===== config.mk =====
export PLATFORM = sky130hd
export DESIGN_NAME = clock_tick_scheduler
export DESIGN_NICKNAME = d
export VERILOG_FILES = /design/src/rtl/clock_tick_scheduler.sv
export SDC_FILE = /design/constraint.sdc
export NUM_CORES = 1
export LEC_CHECK = 0
export ABC_AREA = 1
export CAP_MARGIN = 15
export CORE_MARGIN = 3
export CORE_UTILIZATION = 55
export CTS_CLUSTER_SIZE = 8
export DETAILED_ROUTE_END_ITERATION = 8
export GPL_ROUTABILITY_DRIVEN = 1
export PLACE_DENSITY = 0.87
export SYNTH_ARGS = -nofsm -noshare
export SYNTH_HDL_FRONTEND = slang
export SYNTH_SLANG_ARGS = --single-unit

===== constraint.sdc =====
create_clock -name clock -period 3.85 [get_ports clock]
set_clock_uncertainty 0.2 [all_clocks]
set_input_delay 0.77 -clock clock [delete_from_list [all_inputs] [get_ports clock]]
set_output_delay 0.77 -clock clock [all_outputs]
set_load 0.1 [all_outputs]

===== src/rtl/clock_tick_scheduler.sv =====
// Per-channel tick strobes derived from rising edges of a selectable bit of a shared
// free-running divider count. Configured through a valid/ready write port.
module clock_tick_scheduler #(
    parameter int NUM_CH = 4,
    parameter int TAP_W  = 5
) (
    input  logic              clock,
    input  logic              reset,
    input  logic [31:0]       divided_clocks,
    input  logic              cfg_valid,
    output logic              cfg_ready,
    input  logic [3:0]        cfg_ch,
    input  logic [TAP_W-1:0]  cfg_tap,
    input  logic              cfg_en,
    output logic              cfg_err,
    output logic [NUM_CH-1:0] tick,
    output logic [NUM_CH-1:0] running
);

    localparam logic [1:0] ST_OFF = 2'd0;
    localparam logic [1:0] ST_ARM = 2'd1;
    localparam logic [1:0] ST_RUN = 2'd2;
    localparam logic [4:0] NUM_CH_L = 5'(NUM_CH);

    logic [NUM_CH-1:0][1:0] state_q, state_d;
    logic [NUM_CH-1:0][4:0] tap_q, tap_d;
    logic [NUM_CH-1:0]      prev_bit_q, prev_bit_d;
    logic [NUM_CH-1:0]      tick_q, tick_d;
    logic                   cfg_ready_q, cfg_ready_d;
    logic                   cfg_err_q, cfg_err_d;

    logic                   cfg_fire_s;
    logic                   cfg_ch_ok_s;
    logic [4:0]             cfg_tap_s;
    logic [NUM_CH-1:0]      cur_s;

    // The tap index always addresses a 32-bit bus, so only its low five bits matter.
    if (TAP_W >= 5) begin : g_tap_trunc
        assign cfg_tap_s = cfg_tap[4:0];
    end else begin : g_tap_ext
        assign cfg_tap_s = {{(5 - TAP_W){1'b0}}, cfg_tap};
    end

    // Selected divider bit for every channel.
    always_comb begin
        cur_s = '0;
        for (int c = 0; c < NUM_CH; c++) begin
            cur_s[c] = divided_clocks[tap_q[c]];
        end
    end

    // Handshake, range check and per-channel OFF/ARM/RUN next state.
    always_comb begin
        cfg_fire_s  = cfg_valid & cfg_ready_q;
        cfg_ch_ok_s = ({1'b0, cfg_ch} < NUM_CH_L);
        cfg_ready_d = ~cfg_fire_s;
        cfg_err_d   = cfg_fire_s & ~cfg_ch_ok_s;
        state_d     = state_q;
        tap_d       = tap_q;
        prev_bit_d  = prev_bit_q;
        tick_d      = '0;
        for (int c = 0; c < NUM_CH; c++) begin
            if (cfg_fire_s && cfg_ch_ok_s && (cfg_ch == 4'(c))) begin
                // Any write re-arms, so a new tap never compares against a stale prev_bit.
                tap_d[c]      = cfg_tap_s;
                state_d[c]    = cfg_en ? ST_ARM : ST_OFF;
                prev_bit_d[c] = 1'b0;
            end else begin
                case (state_q[c])
                    ST_OFF: begin
                        state_d[c] = ST_OFF;
                    end
                    ST_ARM: begin
                        if (!cur_s[c]) begin
                            state_d[c]    = ST_RUN;
                            prev_bit_d[c] = 1'b0;
                        end else begin
                            state_d[c] = ST_ARM;
                        end
                    end
                    ST_RUN: begin
                        tick_d[c]     = cur_s[c] & ~prev_bit_q[c];
                        prev_bit_d[c] = cur_s[c];
                    end
                    default: begin
                        state_d[c]    = ST_OFF;
                        prev_bit_d[c] = 1'b0;
                    end
                endcase
            end
        end
    end

    // State and output registers; reset also discards any write presented alongside it.
    always_ff @(posedge clock) begin
        if (reset) begin
            state_q     <= {NUM_CH{ST_OFF}};
            tap_q       <= '0;
            prev_bit_q  <= '0;
            tick_q      <= '0;
            cfg_ready_q <= 1'b1;
            cfg_err_q   <= 1'b0;
        end else begin
            state_q     <= state_d;
            tap_q       <= tap_d;
            prev_bit_q  <= prev_bit_d;
            tick_q      <= tick_d;
            cfg_ready_q <= cfg_ready_d;
            cfg_err_q   <= cfg_err_d;
        end
    end

    // Running flags decode the current state directly.
    always_comb begin
        running = '0;
        for (int c = 0; c < NUM_CH; c++) begin
            running[c] = (state_q[c] == ST_RUN);
        end
    end

    assign tick      = tick_q;
    assign cfg_ready = cfg_ready_q;
    assign cfg_err   = cfg_err_q;

endmodule


# Word-level counts from Yosys, hierarchy flattened
# Index checks and enable logic that the tools add are counted.
[classes]
order_cmp = 5
mux = 29
eq_ne = 19
reduce_logical = 22
bitwise_logic = 20
[ops]
columns = ["operator", "n"]
rows = [
  ["less-than comparator 5 x 6 -> 1 bit (second input constant)", 4],
  ["binary-select mux 1 bit (select 5 bit)", 4],
  ["two-way mux 2 bit", 8],
  ["one-hot mux 2 bit (2 select lines)", 4],
  ["inverter 1 bit", 14],
  ["one-hot mux 1 bit (3 select lines)", 4],
  ["OR reduction 3 bit", 4],
  ["two-way mux 1 bit", 9],
  ["== test 2 x 1 -> 1 bit (second input constant)", 4],
  ["== test 2 bit (second input constant)", 4],
  ["== test 4 x 2 -> 1 bit (second input constant)", 2],
  ["zero test 2 bit", 4],
  ["!= test 2 x 1 -> 1 bit (second input constant)", 4],
  ["!= test 2 bit (second input constant)", 4],
  ["AND reduction 2 bit", 4],
  ["OR reduction 2 bit", 4],
  ["AND 1 bit", 6],
  ["logical AND 1 bit", 5],
  ["== test 4 x 1 -> 1 bit (second input constant)", 1],
  ["zero test 4 bit", 1],
  ["less-than comparator 4 x 3 -> 1 bit (second input constant)", 1],
]
[word_totals]
input_bits = 45
regBits = 38

# Logic depth before layout (Yosys ltp)
# Gate-level depths: netlist (run 1).
[logic_depth]
ltp_word = 5
mapped_depth = 12
mapped_depth_nobuf = 10

# Least setup slack after synthesis (run 1)
# OpenSTA, ideal clock, no wires.
[synth_timing]
path_kind = "register to output"
from = "register state_q[1] (netlist name)"
to = "output running[0]"
path_stages_with_launch = 3
slack_ps = 1197
arrival_ps = 1683
n_path_buf = 0
cell_sequence = "dfxtp_1 -> inv_1 -> nor2_1"
[synth_between]
elab_chain_cells = 1
[synth_lines]
columns = ["item", "line_no", "rtl"]
rows = [
  ["from (decl)", "25", "logic [NUM_CH-1:0][1:0] state_q, state_d;"],
  ["from (signal assigned)", "97", "state_q <= {NUM_CH{ST_OFF}};"],
  ["from (signal assigned)", "104", "state_q <= state_d;"],
  ["== test 2 bit", "117", "running[c] = (state_q[c] == ST_RUN);"],
  ["to (decl)", "17", "output logic [NUM_CH-1:0] running"],
]
# Every way passes these cells.

# Final worst setup path (run 1)
[layout_timing]
from = "register cfg_err_q (netlist: cfg_err)"
to = "output cfg_err"
[layout_lines]
columns = ["item", "line_no", "rtl"]
rows = [
  ["from (decl)", "30", "logic cfg_err_q, cfg_err_d;"],
  ["from (signal assigned)", "109", "cfg_err_q <= cfg_err_d;"],
  ["to (decl)", "15", "output logic cfg_err,"],
]
# No word-level cell between the ends.

==> results of run 1 <==
## power groups by stage
| stage | Combinational (uW) | Clock, uW | Sequential, uW |
|---|---|---|---|
| 2_1_floorplan | 100 | 0 | 420 |
| 3_3_place_gp | 188 | 0 | 417 |
| 3_5_place_dp | 192 | 0 | 418 |
| 4_1_cts | 193 | 285 | 408 |
| 5_1_grt | 214 | 302 | 410 |
| 6_report | 197 | 284 | 409 |
## through the flow
step | total power, uW | cells | setup slack [ps] | util
finish | 890.0 | 578 | 1115 | 0.6943
global route | 926.0 | 578 | 1064 | 0.6943
CTS | 885.9 | 578 | 1115 | 0.6943
detailed placement | 609.8 | 570 | 1170 | 0.6753
global placement | 605.1 | 570 | 1295 | 0.6753
floorplan | 520.0 | 472 | 1197 | -
## layout by cell type (no fill, tap or decap)
master	count
nand4_1	4
nand3_1	108
clkinv_1	1
clkbuf_8	6
nand3_2	8
o21ai_0	20
nor2_1	10
clkbuf_1	1
nand2_1	174
buf_4	5
nand2_2	5
a21oi_1	28
or2_2	4
clkinv_2	2
o211ai_1	4
inv_2	3
inv_1	29
nor3_2	1
dfxtp_1	38
inv_4	3
a21oi_2	4
nor3_1	3
clkdlybuf4s50_1	50
## per-layer routing
metal  vias to the layer above  part of all wire
met2                       182              0.47
li1                       1627                 -
met1                      1452              0.41
met4                         0             0.019
met3                        21              0.10
met5                         -                 0
## flip-flops by register name, indices dropped and copies added, names as in the netlist
register and cells:
state_q 8, prev_bit_q 4, cfg_err 1, tap_q 20, cfg_ready 1, tick 4
## final cells by class
cell class	instances	area (um2)	area share
well taps	67	83.83	0.02507
clock inverters	1	5.005	0.001496
flip-flops and latches	38	760.7	0.2275
inverters	37	147.6	0.04415
multi-input cells	373	1723	0.5152
clock buffers	7	86.33	0.02581
repair buffers	55	538.0	0.1609
## cells by family (layout without fill, tap and decap cells)
logic type / count (synthesis) / in the layout / share of synthesized area
AND/OR/NAND/NOR: 317 / 317 / 0.5051
buffers and inverters: 61 / 100 / 0.1150
AO/OA/AOI/OAI: 56 / 56 / 0.1088
flip-flops: 38 / 38 / 0.2711
## worst max path at each step
| stage | endpoint | cells after the start | from |
|---|---|---|---|
| after floorplan | running[0] | 2 | state_q[1]$_SDFFE_PP0P_ |
| after global placement | state_q[6]$_SDFFE_PP0P_ | 10 | cfg_valid |
| after detailed placement | state_q[4]$_SDFFE_PP0P_ | 10 | cfg_valid |
| after CTS | cfg_err | 1 | cfg_err$_SDFF_PP0_ |
| after global routing | cfg_err | 1 | cfg_err$_SDFF_PP0_ |
| final | cfg_err | 1 | cfg_err$_SDFF_PP0_ |
==> results.toml, run 1 <==
[pwr]
clock_power_share = 0.319
combPwrFrac = 0.222
power.switching_uw = 265.0
cellPowerDensity_nw_per_um2 = 266.1
power_leakage_uw = 0.001446
swShare = 0.2977
peakVddDrop_mv = 0.2990
p_int_uw = 625.0
power_frac_seq = 0.459

[critical_path]
crit_chain = "clkdlybuf4s50_1"
arrival_ps = 1770
worst_path_largest_cell_delay_ps = 1140
cp_slowest_cell = "clkdlybuf4s50_1"
r2r-start = "tap_q[15]$_SDFFE_PP0P_"
reg2reg_depth = 10
crit_family = "buffers and inverters"
cp-end-kind = "output port"
reg2reg_setup_slack_ps = 1800
startpoint_type = "register"
r2r_end = "state_q[7]$_SDFFE_PP0P_"
crit_fanout = 1
cp_num_buf_inv = 1
worstSetupPathType = "register to output port"
required_ps = 2880

[route]
drc = 0
drt-total-wl_um = 8641
drt_iter0_drc = 490
viasPerCell = 5.678
wire_per_inst_um = 14.95
num_vias = 3282
detail-route-antenna-nets = 0
first_pass_iters = 5

[yosys]
synthTopCellsByArea = "dfxtp_1 27%, nand2_1 23%, nand3_1 19%, a21oi_1 5.0%, inv_1 3.9%"
yosys.area.top_type = "dfxtp_1"
synth_cell_type_count = 24
ys_seq_elements = 38
syn_inst = 472
synth-seq-area-share = 0.2711
synth_top_area_frac = 0.2711
synth_edf_count = 0
synth_ff_type = "dfxtp_1"
syn_area_um2 = 2806
avgSynthCellArea_um2 = 5.946
syn-num-nets = 517
synth_common_cells = "174 x nand2_1, 108 x nand3_1, 38 x dfxtp_1"
synth.most_common_cell = "nand2_1"
yosys_warnings = 0
async_flop_share = 0

[timing]
min_period_ps = 2735
clock.fmax_mhz = 365.6
fin_crit_sh = 0.7104
whs_ps = 290.4
max_slew_margin = 0.3476
finalSetupViolCount = 0
tightest_slew_ps = 975.6
finalHoldViolations = 0
drv_slew = 0
finalSetupTns_ps = 0
rsz0062_at_grt = "no"

[cts]
postCtsSetupBuffers = 0
cts_buffers = 5
clock_latency_ps = 290
cts_root_buf = "clkbuf_8"
clk_path_buf_depth = 2
h-tree-depth = 2
cts_tree = "yes"
clock_sinks = 38
cts_resized = 0
cts_hold_buf = 0
clkTransAtPathRegs_ps = 70

[grt]
grt_max_degree = 30
met2_usage = 0.4672
use_met1 = 0.4030
busiest_layer = "met2"
grt_pass1_vias = 2955
grt_pass1_wl_um = 14150
grt_antenna_before_repair = 0
grt_util_all_layers = 0.2951
grt_overflow = 0
met3_usage = 0.05800

[layout]
post-route-cell-area_um2 = 3344
antenna_cells = 0
syn2layout_area_growth_pct = 19.17
drive_above_1_share = 0.08023
nets = 555
fillCellCount = 446

[flow_run]
cap_violations = 0

[min_path]
whs_path_depth = 3
min_to = "tick[2]$_SDFF_PP0_"
hp-start = "prev_bit_q[2]$_SDFFE_PP0P_"
hp-class = "register to register"

[placed_design]
placed_cell_area_um2 = 3253
place_congestion = 0.9679
dpl.hpwl_um = 6524
port_buffers = 54

[die]
chipHeight_um = 77.43
pin_count = 55
die_w_um = 77.43
dieArea_um2 = 5995
core_um2 = 4817
placementRows = 25
initial_core_util = 0.5826

[run_status]
status = "finished clean"
(Power assumes the default switching activity.)
==> run 2, diff against run 1 <==
CORE_UTILIZATION = 47   (was 55)
PLACE_DENSITY = 0.8   (was 0.87)
clock period = 2.4 ns   (was 3.85 ns; I/O delays follow)
==> results.toml, run 2 (synthesized netlist as in run 1, its figures left out) <==
[run_status]
status = "finished clean"

[pwr]
clock_power_share = 0.358
p_int_uw = 1079
cellPowerDensity_nw_per_um2 = 442.9
swShare = 0.2881
power_frac_seq = 0.430
power_leakage_uw = 0.001502
power.switching_uw = 436.8
peakVddDrop_mv = 0.3093
combPwrFrac = 0.212

[cts]
cts_buffers = 5
clk_path_buf_depth = 2
cts_root_buf = "clkbuf_8"
postCtsSetupBuffers = 0
clock_sinks = 38
cts_tree = "yes"
clock_latency_ps = 300
h-tree-depth = 2
clkTransAtPathRegs_ps = 70
cts_resized = 0
cts_hold_buf = 0

[timing]
max_slew_margin = 0.6769
fin_crit_sh = 0.8696
finalWorstSetupSlack_ps = 313.0
finalSetupTns_ps = 0
clock.fmax_mhz = 479.1
tightest_slew_ps = 484.0
min_period_ps = 2087
finalHoldViolations = 0
rsz0062_at_grt = "no"
drv_slew = 0
finalSetupViolCount = 0

[critical_path]
r2r-start = "tap_q[16]$_SDFFE_PP0P_"
cp-end-kind = "register"
required_ps = 2360
r2r_end = "state_q[7]$_SDFFE_PP0P_"
crit_path_start = "cfg_valid"
reg2reg_depth = 9
crit_fanout = 13
reg2reg_setup_slack_ps = 480
worstSetupPathType = "primary input to register"
cp-endpoint = "tap_q[17]$_SDFFE_PP0P_"
arrival_ps = 2050
startpoint_type = "primary input"

[die]
die_w_um = 83.28
placementRows = 27
pin_count = 55
core_um2 = 5642
initial_core_util = 0.4974
chipHeight_um = 83.28
dieArea_um2 = 6935

[placed_design]
pre_cts_ws_ps = 42.20
dp_cells = 583
place_congestion = 0.9893
port_buffers = 54
dpl.hpwl_um = 6716

[route]
num_vias = 3340
detail-route-antenna-nets = 0
wire_per_inst_um = 14.71
viasPerCell = 5.651
drt_iter0_drc = 335
drc = 0
first_pass_iters = 6
drt-total-wl_um = 8693

[layout]
largest-register = "tap_q"
syn2layout_area_growth_pct = 21.98
largest_register_ffs = 20
final_common_cell = "nand2_1"
nets = 563
stdcell_count = 591
drive_above_1_share = 0.1156
reg.largest.list = "tap_q: 20 flops, state_q: 8 flops"
antenna_cells = 0
final_cell_mix = "174 x nand2_1, 108 x nand3_1, 44 x clkdlybuf4s50_1"

[grt]
grt_pass1_vias = 2835
grt_util_all_layers = 0.2453
grt_pass1_wl_um = 13980
grt_overflow = 0
grt_max_degree = 20
grt_antenna_before_repair = 0

[flow_run]
cap_violations = 0

[min_path]
hp-class = "register to register"
==> run 2: cell count changes in the layout (fill, tap and decap cells not counted), sizes merged <==
cell / before / now
buf: 5 / 19
clkdlybuf4s50: 50 / 44
clkbuf: 7 / 5
bufinv: 0 / 1
clkinv: 3 / 4
==> run 2: layer usage <==
| layer | part of all wire | vias to the layer above | track usage |
|---|---|---|---|
| met2 | 0.45 | 177 | 0.3681 |
| met5 | 0 | - | 0 |
| li1 | - | 1643 | - |
| met4 | 0.026 | 0 | 0.08915 |
| met3 | 0.11 | 25 | 0.05060 |
| met1 | 0.42 | 1495 | 0.3457 |
==> run 2: how the worst min path moves through the flow <==
stage / start / endpoint / depth (start not counted)
2_1_floorplan: prev_bit_q[0]$_SDFFE_PP0P_ / tick[0]$_SDFF_PP0_ / 3
3_3_place_gp: prev_bit_q[0]$_SDFFE_PP0P_ / tick[0]$_SDFF_PP0_ / 3
3_5_place_dp: prev_bit_q[1]$_SDFFE_PP0P_ / tick[1]$_SDFF_PP0_ / 3
4_1_cts: prev_bit_q[2]$_SDFFE_PP0P_ / tick[2]$_SDFF_PP0_ / 3
5_1_grt: prev_bit_q[3]$_SDFFE_PP0P_ / tick[3]$_SDFF_PP0_ / 3
6_report: prev_bit_q[2]$_SDFFE_PP0P_ / tick[2]$_SDFF_PP0_ / 3
==> run 2: per-stage QoR <==
step	power, uW	cell area [um2]	hold slack, ps	util
2_1_floorplan	834.4	2816	253.4	-
3_3_place_gp	975.4	3314	264.9	0.5875
3_5_place_dp	979.4	3314	272.3	0.5875
4_1_cts	1515	3423	286.9	0.6068
5_1_grt	1581	3423	334.0	0.6068
6_report	1516	3423	284.2	0.6068
==> run 2: power by group through the flow <==
stage | sequential, uW | combinational [uW] | clock [uW]
floorplan | 674 | 161 | 0
global placement | 667 | 309 | 0
detailed placement | 667 | 313 | 0
CTS | 652 | 314 | 549
global route | 654 | 349 | 578
finish | 652 | 321 | 543
==> run 2: cell type report <==
class / count / area, um2
Fill cell: 511 / 2218
Multi-Input combinational cell: 373 / 1733
Sequential cell: 38 / 760.7
Timing Repair Buffer: 63 / 583.1
Inverter: 37 / 147.6
Tap cell: 72 / 90.09
Clock buffer: 5 / 68.82
Clock inverter: 3 / 40.04
==> run 2: critical path, stage by stage <==
cell	delay, ps
clkdlybuf4s50_1	450
nand2_1	50
inv_1	60
nand2_1	50
inv_1	160
nand3_1	360
o21ai_0	340
a21oi_1	90
==> run 3, diff against run 2 <==
ABC_CLOCK_PERIOD_IN_PS = 1900   (was not set)
clock period = 1.9 ns   (was 2.4 ns; I/O delays follow)
==> results.toml, run 3 (synthesized netlist as in run 1, its figures left out) <==
[route]
num_vias = 3322
detail-route-antenna-nets = 0
drt_iter0_drc = 431
viasPerCell = 5.555
wire_per_inst_um = 14.23
first_pass_iters = 5
drc = 0
drt-total-wl_um = 8510

[layout]
largest-register = "tap_q"
final_common_cell = "nand2_1"
antenna_cells = 0
drive_above_1_share = 0.1331
stdcell_count = 598
fillCellCount = 493
nets = 570
syn2layout_area_growth_pct = 28.53
seq_area_um2 = 762.0
largest_register_ffs = 20
final_cell_mix = "174 x nand2_1, 107 x nand3_1, 44 x clkdlybuf4s50_1"
multiInputGateArea_um2 = 1738
reg.largest.list = "tap_q: 20 flops, state_q: 8 flops"

[grt]
grt_pass1_vias = 2653
grt_antenna_before_repair = 0
grt_util_all_layers = 0.2331
grt_pass1_wl_um = 13350
grt_max_degree = 23
grt_overflow = 0

[run_status]
status = "finished clean"

[critical_path]
cp-end-kind = "register"
startpoint_type = "primary input"
arrival_ps = 1740
crit_fanout = 13
worstSetupPathType = "primary input to register"
required_ps = 1920

[timing]
drv_slew = 0
rsz0062_at_grt = "no"
min_period_ps = 1728
fin_crit_sh = 0.9096
clock.fmax_mhz = 578.6
finalSetupViolCount = 0
finalWorstSetupSlack_ps = 171.7
whs_ps = 284.5
max_slew_margin = 0.7542
finalSetupTns_ps = 0
finalHoldViolations = 0
tightest_slew_ps = 368.2

[placed_design]
dpl.hpwl_um = 6692
place_congestion = 0.9401
pre_cts_ws_ps = -280.2
port_buffers = 54
dp_cells = 590

[cts]
cts_buffers = 5
clkTransAtPathRegs_ps = 80
cts_tree = "yes"
h-tree-depth = 2
clock_sinks = 38
cts_root_buf = "clkbuf_8"
cts_resized = 0
clk_path_buf_depth = 2
clock_latency_ps = 290
cts_hold_buf = 0
postCtsSetupBuffers = 0

[pwr]
p_int_uw = 1375
combPwrFrac = 0.219
cellPowerDensity_nw_per_um2 = 534.2
power_leakage_uw = 0.001563
p_total_uw = 1927
clock_power_share = 0.354
power_frac_seq = 0.427
power.switching_uw = 551.8
swShare = 0.2863
peakVddDrop_mv = 0.5797

[die]
placementRows = 27
core_um2 = 5642
initial_core_util = 0.4974
chipHeight_um = 83.28
pin_count = 55
dieArea_um2 = 6935
die_w_um = 83.28

[flow_run]
cap_violations = 0

[min_path]
hp-class = "register to register"
## run 3: cell count changes in the layout (fill, tap and decap cells not counted)
cell and change:
dfxtp_2 +1, buf_12 +10, nand3_1 -1, inv_2 +1, dfxtp_1 -1, inv_1 -1, nand3_2 +1, buf_4 -3
## run 3: metal layers
layer | track usage | routed length, um | share of wire | vias to the layer above
li1 | - | - | - | 1659
met1 | 0.3360 | 3711 | 0.44 | 1495
met2 | 0.3622 | 3973 | 0.47 | 155
met3 | 0.04365 | 754 | 0.089 | 13
met4 | 0.04606 | 72 | 0.0085 | 0
met5 | 0 | 0 | 0 | -
## run 3: area by class of cell
type / count / share of cell area
timing repair buffer: 70 / 0.2109
clock inverter: 3 / 0.01110
inverter: 37 / 0.04093
clock buffer: 5 / 0.01908
multi-input combinational: 373 / 0.4818
tap: 72 / 0.02497
sequential: 38 / 0.2112
## run 3: worst paths after layout
| check | startpoint | end | slack [ps] | cells past startpoint |
|---|---|---|---|---|
| max reg2reg | tap_q[10]$_SDFFE_PP0P_ | state_q[4]$_SDFFE_PP0P_ | 200 | 9 |
| max | cfg_ch[0] | state_q[4]$_SDFFE_PP0P_ | 170 | 8 |
| min reg2reg | prev_bit_q[2]$_SDFFE_PP0P_ | tick[2]$_SDFF_PP0_ | 280 | 3 |
| min | prev_bit_q[2]$_SDFFE_PP0P_ | tick[2]$_SDFF_PP0_ | 280 | 3 |
## run 3: metrics by stage
stage,util,cell area [um2]
after floorplan,-,2818
after global placement,0.6192,3493
after detailed placement,0.6192,3493
after CTS,0.6385,3602
after global routing,0.6394,3607
final,0.6394,3607
## run 3: critical path, stage by stage
cell and delay, ps:
clkdlybuf4s50_1 560, inv_1 110, nand3_1 120, buf_4 190, nand3_1 80, inv_1 70, nand3_1 80, a21oi_1 160
## run 3: power by group through the flow
stage | clock, uW | sequential, uW | combinational [uW]
final | 683 | 822 | 422
after global routing | 725 | 823 | 455
after detailed placement | 0 | 840 | 412
after global placement | 0 | 840 | 406
after CTS | 689 | 822 | 413
after floorplan | 0 | 851 | 203
